--- src/rtl/uart_tx_buffered.sv ---
// rtl/uart_tx_buffered.sv - UART transmitter fed by a small byte FIFO
// Frames are 1 start bit, NB_DATA data bits LSB first, then a stop bit timed by SB_TICK.
module uart_tx_buffered #(
  parameter int NB_DATA = 8,
  parameter int SB_TICK = 16,
  parameter int NB_PTR  = 2
) (
  input  logic               clock_i,
  input  logic               reset_i,
  input  logic               s_tick,
  input  logic               tx_start,
  input  logic [NB_DATA-1:0] din,
  output logic               tx,
  output logic               tx_done_tick,
  output logic               ready,
  output logic               busy,
  output logic               overflow
);

  localparam int              DEPTH     = 2 ** NB_PTR;
  localparam int              CW        = NB_PTR + 1;
  localparam logic [CW-1:0]   FULL      = CW'(DEPTH);
  localparam logic [3:0]      TICK_LAST = 4'd15;
  localparam logic [3:0]      STOP_LAST = 4'(SB_TICK - 1);
  localparam logic [2:0]      DATA_LAST = 3'(NB_DATA - 1);

  typedef enum logic [1:0] {
    IDLE,
    START,
    DATA,
    STOP
  } state_t;

  state_t               state_q, state_d;
  logic [3:0]           s_cnt_q, s_cnt_d;
  logic [2:0]           n_cnt_q, n_cnt_d;
  logic [NB_DATA-1:0]   shift_q, shift_d;
  logic                 tx_q, tx_d;
  logic                 done_q, done_d;
  logic                 ovf_q, ovf_d;

  logic [NB_DATA-1:0]   mem_q [DEPTH];
  logic [NB_PTR-1:0]    wr_ptr_q, wr_ptr_d;
  logic [NB_PTR-1:0]    rd_ptr_q, rd_ptr_d;
  logic [CW-1:0]        count_q, count_d;

  logic                 pop;
  logic                 push;
  logic                 drop;

  // A full FIFO still takes a write when the FSM drains the head in the same cycle.
  assign pop  = (state_q == IDLE) && (count_q != '0);
  assign push = tx_start && ((count_q != FULL) || pop);
  assign drop = tx_start && !push;

  always_comb begin
    wr_ptr_d = wr_ptr_q;
    rd_ptr_d = rd_ptr_q;
    count_d  = count_q;
    ovf_d    = ovf_q | drop;
    if (push) begin
      wr_ptr_d = wr_ptr_q + NB_PTR'(1);
    end
    if (pop) begin
      rd_ptr_d = rd_ptr_q + NB_PTR'(1);
    end
    case ({push, pop})
      2'b10:   count_d = count_q + CW'(1);
      2'b01:   count_d = count_q - CW'(1);
      default: count_d = count_q;
    endcase
  end

  always_ff @(posedge clock_i) begin
    if (push) begin
      mem_q[wr_ptr_q] <= din;
    end
  end

  always_comb begin
    state_d = state_q;
    s_cnt_d = s_cnt_q;
    n_cnt_d = n_cnt_q;
    shift_d = shift_q;
    tx_d    = 1'b1;
    done_d  = 1'b0;
    case (state_q)
      IDLE: begin
        tx_d = 1'b1;
        if (pop) begin
          shift_d = mem_q[rd_ptr_q];
          s_cnt_d = 4'd0;
          state_d = START;
        end
      end
      START: begin
        tx_d = 1'b0;
        if (s_tick) begin
          if (s_cnt_q == TICK_LAST) begin
            s_cnt_d = 4'd0;
            n_cnt_d = 3'd0;
            state_d = DATA;
          end else begin
            s_cnt_d = s_cnt_q + 4'd1;
          end
        end
      end
      DATA: begin
        tx_d = shift_q[0];
        if (s_tick) begin
          if (s_cnt_q == TICK_LAST) begin
            s_cnt_d = 4'd0;
            shift_d = shift_q >> 1;
            if (n_cnt_q == DATA_LAST) begin
              state_d = STOP;
            end else begin
              n_cnt_d = n_cnt_q + 3'd1;
            end
          end else begin
            s_cnt_d = s_cnt_q + 4'd1;
          end
        end
      end
      STOP: begin
        tx_d = 1'b1;
        if (s_tick) begin
          if (s_cnt_q == STOP_LAST) begin
            s_cnt_d = 4'd0;
            done_d  = 1'b1;
            state_d = IDLE;
          end else begin
            s_cnt_d = s_cnt_q + 4'd1;
          end
        end
      end
      default: begin
        state_d = IDLE;
      end
    endcase
  end

  always_ff @(posedge clock_i or negedge reset_i) begin
    if (!reset_i) begin
      state_q  <= IDLE;
      s_cnt_q  <= 4'd0;
      n_cnt_q  <= 3'd0;
      shift_q  <= '0;
      tx_q     <= 1'b1;
      done_q   <= 1'b0;
      ovf_q    <= 1'b0;
      wr_ptr_q <= '0;
      rd_ptr_q <= '0;
      count_q  <= '0;
    end else begin
      state_q  <= state_d;
      s_cnt_q  <= s_cnt_d;
      n_cnt_q  <= n_cnt_d;
      shift_q  <= shift_d;
      tx_q     <= tx_d;
      done_q   <= done_d;
      ovf_q    <= ovf_d;
      wr_ptr_q <= wr_ptr_d;
      rd_ptr_q <= rd_ptr_d;
      count_q  <= count_d;
    end
  end

  assign tx           = tx_q;
  assign tx_done_tick = done_q;
  assign overflow     = ovf_q;
  assign ready        = (count_q != FULL);
  assign busy         = (state_q != IDLE) || (count_q != '0);

endmodule
--- config.mk ---
export PLATFORM = sky130hd
export DESIGN_NAME = uart_tx_buffered
export DESIGN_NICKNAME = d
export VERILOG_FILES = /design/src/rtl/uart_tx_buffered.sv
export SDC_FILE = /design/constraint.sdc
export NUM_CORES = 1
export LEC_CHECK = 0
export CAP_MARGIN = 20
export CELL_PAD_IN_SITES_DETAIL_PLACEMENT = 0
export CELL_PAD_IN_SITES_GLOBAL_PLACEMENT = 1
export CORE_MARGIN = 10
export CORE_UTILIZATION = 42
export CTS_BUF_LIST = sky130_fd_sc_hd__clkbuf_16
export DETAILED_ROUTE_END_ITERATION = 8
export GPL_TIMING_DRIVEN = 0
export PLACE_DENSITY_LB_ADDON = 0.3
export RECOVER_POWER = 50
export SLEW_MARGIN = 0
export SYNTH_ARGS = -nofsm -noshare
export SYNTH_HDL_FRONTEND = slang
export SYNTH_SLANG_ARGS = --single-unit
--- constraint.sdc ---
create_clock -name clock_i -period 2.75 [get_ports clock_i]
set_input_delay 0.55 -clock clock_i [delete_from_list [all_inputs] [get_ports clock_i]]
set_output_delay 0.55 -clock clock_i [all_outputs]
set_load 0.02 [all_outputs]
# ---- After elaboration in Yosys (flattened, before gate mapping)
# Memories as Yosys holds them, arrays and structs flattened.
# Cells that the tools add are included.
# W data, S select, Z words.
dict set report word_totals {
  out_inout_bits 5
  regBits 27
  memories 1
  mem_bits_rw 32
}
dict set report op_classes {
  add_sub_neg 6
  mux 30
  reduce_logical 18
  bitwise 1
  n_eq_ne 18
}
# name depth word_bits rd rd_ports_with_merged_regs write_ports line_no
set memory_table {}
lappend memory_table {mem_q 4 8 1 0 1 42} ;# logic [NB_DATA-1:0] mem_q [DEPTH];
# cell count
set op_table {}
lappend op_table {{$mux W8} 3}
lappend op_table {{$ne A2 B2 Y1 const B} 9}
lappend op_table {{$mux W2} 8}
lappend op_table {{$pmux W8 S2} 1}
lappend op_table {{$mux W3} 5}
lappend op_table {{$mux W4} 3}
lappend op_table {{$pmux W3 S2} 2}
lappend op_table {{$pmux W2 S4} 1}
lappend op_table {{$pmux W4 S2} 1}
lappend op_table {{$reduce_and A8 Y1} 1}
lappend op_table {{$reduce_bool A2 Y1} 4}
lappend op_table {{$add A3 B1 Y3 const B} 2}
lappend op_table {{$eq A2 B2 Y1 const B} 3}
lappend op_table {{$reduce_and A6 Y1} 1}
lappend op_table {{$mux W1} 5}
lappend op_table {{$add A2 B1 Y2 const B} 2}
lappend op_table {{$add A4 B1 Y4 const B} 1}
lappend op_table {{$eq A2 B1 Y1 const B} 2}
lappend op_table {{$eq A4 B4 Y1 const B} 1}
lappend op_table {{$reduce_and A4 Y1} 1}
lappend op_table {{$eq A3 B3 Y1 const B} 1}
lappend op_table {{$logic_and A1 B1 Y1} 3}
lappend op_table {{$ne A3 B3 Y1 const B} 1}
lappend op_table {{$pmux W1 S3} 1}
lappend op_table {{10 further kinds} 11}

# ---- Logic depth before layout (Yosys ltp)
# Gate-level depths: netlist (run 1).
dict set report depth {
  ltp_word 7
  depth_mapped 10
}

# ---- Worst setup path before layout (run 1)
# Ideal clock, no wire load.
dict set report synth_path {
  kind {flip-flop to flip-flop}
  startpoint {register count_q[0]}
  endpoint {register count_q[2]}
  stages_incl_launch_ff 11
  setup_ns 0.079
  t_arrival_ns 2.057
  n_path_buf 0
  setup_slack_ns 0.614
  t_required_ns 2.671
  cell_sequence {dfrtp_1 inv_1 nand3_1 o21a_1 inv_1 ha_1 inv_1 fa_1 xor2_1 nor2_1 xor2_1}
}
dict set report synth_via {
  elab_cells_between_ends 11
  classes_between {2 x add/sub; 3 x eq/ne; 1 x mux; 5 x reduce/logical}
}
# item line_no
set synth_lines {}
lappend synth_lines {{from (decl)} 45} ;# logic [CW-1:0] count_q, count_d;
lappend synth_lines {{from (signal assigned)} 164} ;# count_q <= count_d;
lappend synth_lines {{$ne A3 B3 Y1 *} --}
lappend synth_lines {{named net ready} 15} ;# output logic ready,
lappend synth_lines {{$logic_or A1 B1 Y1 *} 53} ;# assign push = tx_start && ((count_q != FULL) || pop);
lappend synth_lines {{$logic_and A1 B1 Y1 *} 53}
lappend synth_lines {{$eq A2 B1 Y1 or $eq A2 B2 Y1 (tied branches)} 67} ;# case ({push, pop})
lappend synth_lines {{$pmux W3 S2 or $reduce_bool A2 Y1 (tied branches)} --}
# The timed path passes the listed nets; every way through them passes the cells marked *.
# A chain may end at the register's enable or synchronous reset.

# ---- Final worst setup path (run 1)
dict set report layout_path {
  startpoint {register state_q[0]}
  endpoint {output port busy}
}
dict set report layout_via {
  elab_chain_cells 2
}
# item line_no
set layout_rtl {}
lappend layout_rtl {{from (decl)} 34} ;# state_t state_q, state_d;
lappend layout_rtl {{from (signal assigned)} 155} ;# state_q <= state_d;
lappend layout_rtl {{$reduce_bool A2 Y1} 172} ;# assign busy = (state_q != IDLE) || (count_q != '0);
lappend layout_rtl {{$logic_or A1 B1 Y1} 172}
lappend layout_rtl {{to (decl)} 16} ;# output logic busy,
# No other way between the ends.

==> results.ini, run 1 <==
[drt]
drtAntennaViolNets = 0
topRoutingLayerUsed = met4
dr.pass1.iters = 4
drc = 0
via_per_inst = 5.12
drtIter0Drc = 84
vias = 1581
wl_met3_um = 162
routed_wl_mm = 4.79
post_drt_wl_per_cell_um = 15.5
wl_met2_mm = 2.22
wl_met1_mm = 2.35

[sta]
min_period_over_period_pct = 94.5
rsz0062_at_grt = no
finalMaxSlewViolations = 0
worstMarginPinSlew_ns = 0.809
fin_tns_setup_ns = 0
skew_ns = 0.00253
layout_min_cycle_time_ns = 2.60
slew_headroom_pct = 46.1
setup_violations = 0
hold_viol_final = 0
maxClockFrequency_mhz = 385

[setup_path]
critPathLaunchType = register
max_stage_delay_ns = 0.53
crit_chain = inv_1, ha_4, nor4b_4, buf_4, inv_4, clkdlybuf4s50_1
cp_slowest_cell = clkdlybuf4s50_1
required_ns = 2.20
rr_worst_depth = 10
crit_path_max_fanout = 5
worstSetupPathType = reg2out
worst_setup_path_end_kind = primary output
worst-endpoint-arrival_ns = 2.05

[yosys]
synth_area_per_cell_um2 = 13.7
synth_top_cell_area_share_pct = 35.5
yosys-top-cells-area = edfxtp_1 (36%), dfrtp_1 (24%), ha_1 (6.0%)
yosys_most_used_dff = edfxtp_1
ys_warn_count = 0
yosys.area.top_type = edfxtp_1
synth-seq-cells = 59
synth_seq_area_share_pct = 60.6
synth.top_cells.by_count = edfxtp_1 (32), dfrtp_1 (26), ha_1 (13), nand2_1 (13), o21ai_0 (10)
syn_area_um2 = 2700
syn_nets = 224
synth.distinct_cells = 45
synthArstFlopShare_pct = 45.8
synth-edff-count = 32
synth_cells = 198
synth_most_common_cell = edfxtp_1

[power_and_ir_drop]
power.density_nw_per_um2 = 1200
p_leak_nw = 1.28
vdd_ir_drop_max_mv = 0.556

[place]
finalWeightedCongestion = 0.734
place.port_buffers = 16
place_hpwl_mm = 3.41
place_inst = 292

[floorplanning]
core_area_um2 = 6310
initial_core_util_pct = 42.8
die_w_um = 100
die_h_um = 100
ios = 17
dieArea_um2 = 10000
num_rows = 29

[clock_network]
clkSinkCount = 59
cts_tree = built
cts_made_buffers = 9
cts_hold_buffers = 0
cts_root_buf = clkbuf_16
cts_max_level = 3
clk_latency_ns = 0.31
clkTransAtPathRegs_ns = 0.05
ctsLongestPathBuffers = 2

[hold_path]
hold_class = reg2reg
min_delay_path_depth = 1

[job]
cap_violations = 0

[run_status]
status = complete, no violations

[global_routing]
antenna_found_initial = 0
grt_max_degree = 15
grt_pass1_vias = 1628
grt-ovfl-total = 0
grt_use_total_pct = 10.4
grt_pass1_wl_mm = 8.19

[cells_and_area]
diodes = 0
num-nets-final = 253
fillerInstances = 565
stdcell_count = 309
syn2layout_area_growth_pct = 23.0
drive_gt1_share_pct = 17.7

==> critical path, delay by kind of cell, from the launching register on <==
family        cells  cell delay (ns)
buf+inv           4             0.92
flops             1             0.40
simple gates      1             0.21
fa+ha+maj         1             0.20
==> through the flow <==
stage | area (µm²) | hold WS, ns | util, % | power, W | setup slack, ns
5_1_grt | 3320 | 0.474 | 52.7 | 0.00426 | 0.0475
4_1_cts | 3330 | 0.461 | 52.8 | 0.00402 | 0.0470
6_report | 3320 | 0.456 | 52.7 | 0.00400 | 0.151
2_1_floorplan | 2700 | 0.254 | - | 0.00241 | 0.614
3_5_place_dp | 2990 | 0.449 | 47.3 | 0.00277 | 0.251
3_3_place_gp | 2960 | 0.442 | 46.9 | 0.00274 | 0.255
==> flip-flops by register name, indices dropped and copies added (netlist names) <==
name          cells
count_q           3
mem_q            32
n_cnt_q           3
overflow          1
rd_ptr_q          2
s_cnt_q           4
shift_q           8
state_q           2
tx                1
tx_done_tick      1
wr_ptr_q          2
==> report_power, final <==
group          leakage (nW)  total (W)  internal [W]  switching, W
clock                 0.166    0.00124      0.000874      0.000364
combinational         0.496    0.00135      0.000619      0.000734
sequential            0.623    0.00141       0.00123      0.000178
total                  1.28    0.00400       0.00272       0.00128
==> cell type report <==
| cell class | count | area [µm²] | area share [%] |
|---|---|---|---|
| well taps | 77 | 96.3 | 2.90 |
| flip-flops and latches | 59 | 1640 | 49.3 |
| clock inverters | 7 | 109 | 3.27 |
| repair buffers | 18 | 171 | 5.16 |
| multi-input cells | 122 | 1010 | 30.3 |
| clock buffers | 9 | 225 | 6.77 |
| plain buffers | 6 | 35.0 | 1.05 |
| inverters | 11 | 43.8 | 1.32 |
==> metal layers <==
layer  up-vias  global-route usage [%]
met1       766                    13.5
met4         0                    3.26
met2        20                    15.6
met3         6                    3.85
li1        789                       -
met5         -                       0
==> path summary, 6_finish.rpt <==
kind | from | endpoint | slack, ns
worst max-delay path | state_q[0] | busy | 0.15
worst min-delay path | overflow | overflow | 0.46
worst max register to register | state_q[0] | count_q[2] | 0.62
worst min register to register | overflow | overflow | 0.46
max in group asynchronous | reset_i | wr_ptr_q[0] | 0.91
min in group asynchronous | reset_i | shift_q[4] | 0.70
==> cell usage in the layout, fill, tap and decap left out, types with 2 or more instances in the layout <==
master	instances
clkbuf_1	4
xnor2_1	3
and2_1	5
dlygate4sd3_1	9
mux2_2	7
a22oi_1	2
buf_4	2
nor2b_1	8
bufinv_16	3
a211oi_1	7
nand2_1	13
mux2i_1	2
edfxtp_1	32
a21oi_1	3
o21ai_0	10
dfrtp_1	26
o22ai_1	8
o31ai_2	7
nand3_1	2
nor2_1	3
or2_1	2
clkbuf_16	9
ha_1	12
o21ai_1	7
xor2_1	3
inv_1	11
clkdlybuf4s50_1	7
==> logic make-up after synthesis <==
family	synth area share (%)
and+or+nand+nor	7.45
AOI/OAI and AO/OA	14.1
adders and majority gates	6.76
buffers and inverters	2.92
xor gates and xnor gates	1.94
DFF	60.6
muxes	6.29
==> repair_timing <==
item | 4_1_cts | 5_1_grt
pin swaps | 0 | 0
setup endpoints to repair | 1 | 1
resized for setup | 1 | 2
setup buffers | 1 | 0
(Power assumes the default switching activity.)
==> run 2, diff against run 1 <==
SKIP_CTS_REPAIR_TIMING = 1   (was not set)
==> results.ini, run 2 (synthesis gave the netlist of run 1 again) <==
[drt]
routed_wl_mm = 4.79
post_drt_wl_per_cell_um = 15.4
drtIter0Drc = 52
drc = 0
via_per_inst = 5.11
topRoutingLayerUsed = met4
dr.pass1.iters = 4
wl_met1_mm = 2.36
drtAntennaViolNets = 0
wl_met3_um = 152
wl_met2_mm = 2.21
vias = 1584

[clock_network]
clkTransAtPathRegs_ns = 0.05
cts_max_level = 3
cts_root_buf = clkbuf_16
cts_made_buffers = 9
clk_latency_ns = 0.32
cts_tree = built
clkSinkCount = 59
ctsLongestPathBuffers = 2

[setup_path]
crit_path_max_fanout = 5
rrSetupSlack_ns = 0.62
cp_slowest_cell = clkdlybuf4s50_1
cp.buffers_inverters = 4
cp_top_family = buffers and inverters
r2r-start = state_q[0]
critPathLaunchType = register
worst-endpoint-arrival_ns = 2.09
required_ns = 2.20
worstSetupPathType = reg2out
rr_worst_depth = 10
worst_setup_path_end_kind = primary output
crit_chain = inv_1, ha_4, nor4b_4, buf_4, inv_4, clkdlybuf4s50_1
max_stage_delay_ns = 0.53
r2r_end = count_q[2]

[sta]
setup_violations = 0
worstMarginPinSlew_ns = 0.801
finalMaxSlewViolations = 0
fin_tns_setup_ns = 0
layout_min_cycle_time_ns = 2.64
hold_viol_final = 0
maxClockFrequency_mhz = 378
skew_ns = 0.00324
hold-worst-slack_ns = 0.456
rsz0062_at_grt = no
slew_headroom_pct = 46.6
min_period_over_period_pct = 96.1

[run_status]
status = complete, no violations

[cells_and_area]
largest_reg_flops = 32
layout_common_cells = edfxtp_1 (32), dfrtp_1 (26), nand2_1 (13)
largest_register = mem_q
layout_commonest_cell = edfxtp_1
reg_top3 = mem_q (32), shift_q (8), s_cnt_q (4)
diodes = 0
syn2layout_area_growth_pct = 23.2
drive_gt1_share_pct = 18.0
stdcell_count = 310
final_cell_area_um2 = 3330
num-nets-final = 254

[place]
place_inst = 292
placed_area_um2 = 2990
finalWeightedCongestion = 0.734
place.port_buffers = 16
place_hpwl_mm = 3.41

[hold_path]
min_delay_path_depth = 1
hold_class = reg2reg
worstHoldEndpoint = overflow
worstHoldStart = overflow

[global_routing]
grt_pass1_vias = 1629
grt-ovfl-total = 0
grt_max_degree = 15
antenna_found_initial = 0
grt_use_total_pct = 10.3
grt_pass1_wl_mm = 8.18

[power_and_ir_drop]
p_leak_nw = 1.29
vdd_ir_drop_max_mv = 0.573
p_total_w = 0.00400
power.density_nw_per_um2 = 1200

[floorplanning]
dieArea_um2 = 10000
ios = 17
initial_core_util_pct = 42.8
die_w_um = 100
die_h_um = 100
core_area_um2 = 6310
num_rows = 29

[job]
cap_violations = 0

run 2: how the worst max path moves through the flow:
stage | slack, ns | from | to | cells past startpoint
2_1_floorplan | 0.61 | count_q[0] | count_q[2] | 10
3_3_place_gp | 0.26 | state_q[0] | busy | 6
3_5_place_dp | 0.25 | state_q[0] | busy | 6
4_1_cts | -0.1 | state_q[0] | busy | 6
5_1_grt | 0.02 | state_q[0] | busy | 6
6_report | 0.11 | state_q[0] | busy | 6
run 2: cell type report:
| type | instances | area (µm²) |
|---|---|---|
| multi-input combinational | 122 | 1010 |
| clock inverter | 7 | 109 |
| inverter | 11 | 43.8 |
| clock buffer | 9 | 225 |
| timing repair buffer | 19 | 179 |
| fill | 568 | 2980 |
| sequential | 59 | 1640 |
| buffer | 6 | 35.0 |
| tap | 77 | 96.3 |
run 2: stage by stage:
stage / util, % / setup WS [ns]
final: 52.8 / 0.106
after global routing: 52.8 / 0.0240
after CTS: 52.6 / -0.0998
after detailed placement: 47.3 / 0.251
after global placement: 46.9 / 0.255
after floorplan: - / 0.614
run 2: power breakdown:
part,internal (W),switching (W),leakage (nW)
registers,0.00123,0.000178,0.623
logic,0.000621,0.000737,0.502
clock network,0.000874,0.000362,0.166
total,0.00273,0.00128,1.29
run 2: routing by layer:
metal  global-route usage (%)  vias to the layer above
li1                         -                      794
met5                        0                        -
met1                     13.5                      765
met4                     3.26                        0
met2                     15.5                       18
met3                     3.85                        7
==> run 3, diff against run 2 <==
CAP_MARGIN = 40   (was 20)
RECOVER_POWER = not set   (was 50)
==> results.ini, run 3 (synthesis gave the netlist of run 1 again) <==
[drt]
drtIter0Drc = 56
vias = 1589
drc = 0
via_per_inst = 5.13
drtAntennaViolNets = 0
routed_wl_mm = 4.80
post_drt_wl_per_cell_um = 15.5
dr.pass1.iters = 4

[global_routing]
grtUsageMet3_pct = 3.85
grt_use_total_pct = 10.3
grt_pass1_wl_mm = 8.18
grt_pass1_vias = 1629
gr-max-usage-layer = met2
grt-ovfl-total = 0
met2_usage_pct = 15.5
antenna_found_initial = 0
globalRouteMet1Util_pct = 13.5
grt_max_degree = 15

[floorplanning]
num_rows = 29
die_h_um = 100
ios = 17
dieArea_um2 = 10000
initial_core_util_pct = 42.8
die_w_um = 100
core_area_um2 = 6310

[clock_network]
cts_made_buffers = 9
clk_latency_ns = 0.32
cts_max_level = 3
ctsLongestPathBuffers = 2
clkSinkCount = 59
cts_tree = built
clkTransAtPathRegs_ns = 0.05
cts_root_buf = clkbuf_16

[cells_and_area]
diodes = 0
drive_gt1_share_pct = 18.9
layout_commonest_cell = edfxtp_1
largest_register = mem_q
largest_reg_flops = 32
num-nets-final = 254
layout_common_cells = edfxtp_1 (32), dfrtp_1 (26), clkdlybuf4s50_1 (16)
syn2layout_area_growth_pct = 24.2
reg_top3 = mem_q (32), shift_q (8), s_cnt_q (4)

[setup_path]
worst_setup_path_end_kind = primary output
crit_path_max_fanout = 5
worstSetupPathType = reg2out
critPathLaunchType = register
worst-endpoint-arrival_ns = 2.09
required_ns = 2.20
crit_chain = inv_1, ha_4, nor4b_4, buf_4, inv_4, clkdlybuf4s50_1
cp_top_family = buffers and inverters
cp_slowest_cell = clkdlybuf4s50_1
max_stage_delay_ns = 0.53
cp.buffers_inverters = 4

[sta]
hold_viol_final = 0
skew_ns = 0.00363
layout_min_cycle_time_ns = 2.64
finalMaxSlewViolations = 0
slew_headroom_pct = 49.6
maxClockFrequency_mhz = 378
min_period_over_period_pct = 96.1
fin_ws_ns = 0.107
worstMarginPinSlew_ns = 0.754
rsz0062_at_grt = no
setup_violations = 0

[place]
place.port_buffers = 16
place_hpwl_mm = 3.41
finalWeightedCongestion = 0.734
dp_slack_ns = 0.251

[power_and_ir_drop]
p_sw_share_pct = 31.9
p_int_w = 0.00273
p_total_w = 0.00401
clkPwrFrac_pct = 30.8
switchingPower_w = 0.00128
vdd_ir_drop_max_mv = 0.574
seqPwrFrac_pct = 35.1
power.density_nw_per_um2 = 1190
power_frac_comb_pct = 34.1
p_leak_nw = 1.30

[run_status]
status = complete, no violations

[hold_path]
hold_class = reg2reg

[job]
cap_violations = 0

run 3: per-stage QoR:
step           hold WS, ns  instances  TNS (ns)  area [µm²]  utilization (%)
2_1_floorplan        0.254        198         0        2700                -
4_1_cts              0.461        308   -0.0998        3320             52.6
6_report             0.456        310         0        3360             53.2
5_1_grt              0.474        310         0        3360             53.2
3_5_place_dp         0.449        292         0        2990             47.3
3_3_place_gp         0.442        291         0        2960             46.9
run 3: power by group through the flow:
stage | sequential [W] | clock, W | combinational, W
global placement | 0.00141 | 0 | 0.00133
floorplan | 0.00139 | 0 | 0.00103
global route | 0.00144 | 0.00131 | 0.00153
CTS | 0.00140 | 0.00126 | 0.00135
detailed placement | 0.00141 | 0 | 0.00135
finish | 0.00141 | 0.00123 | 0.00137
run 3: routing by layer:
| layer | up-vias | share of wire, % |
|---|---|---|
| met5 | - | 0 |
| met4 | 0 | 1.3 |
| met3 | 7 | 3.2 |
| met2 | 18 | 46 |
| met1 | 769 | 49 |
| li1 | 795 | - |
run 3: worst register-to-register path, stage by stage (launching register included):
cell and delay [ns]:
dfrtp_1 0.39, inv_1 0.12, ha_4 0.21, o21a_1 0.27
inv_1 0.08, ha_1 0.17, inv_1 0.06, fa_1 0.37
xor2_1 0.15, nor2_1 0.11, xor2_1 0.14
run 3: final timing paths:
kind | cells past startpoint | endpoint | startpoint | slack (ns)
hold reg to reg | 1 | overflow | overflow | 0.46
setup reg to reg | 10 | count_q[2] | state_q[0] | 0.62
setup / recovery | 6 | busy | state_q[0] | 0.11
max in group asynchronous | 2 | tx | reset_i | 1.46
min in group asynchronous | 1 | shift_q[4] | reset_i | 0.69
hold / removal | 1 | overflow | overflow | 0.46
run 3: area by class of cell:
type                       instances  area [µm²]
tap                               77        96.3
clock inverter                     7         109
buffer                             6        35.0
sequential                        59        1640
multi-input combinational        122        1010
inverter                          11        43.8
clock buffer                       9         225
timing repair buffer              19         203
fill                             563        2960
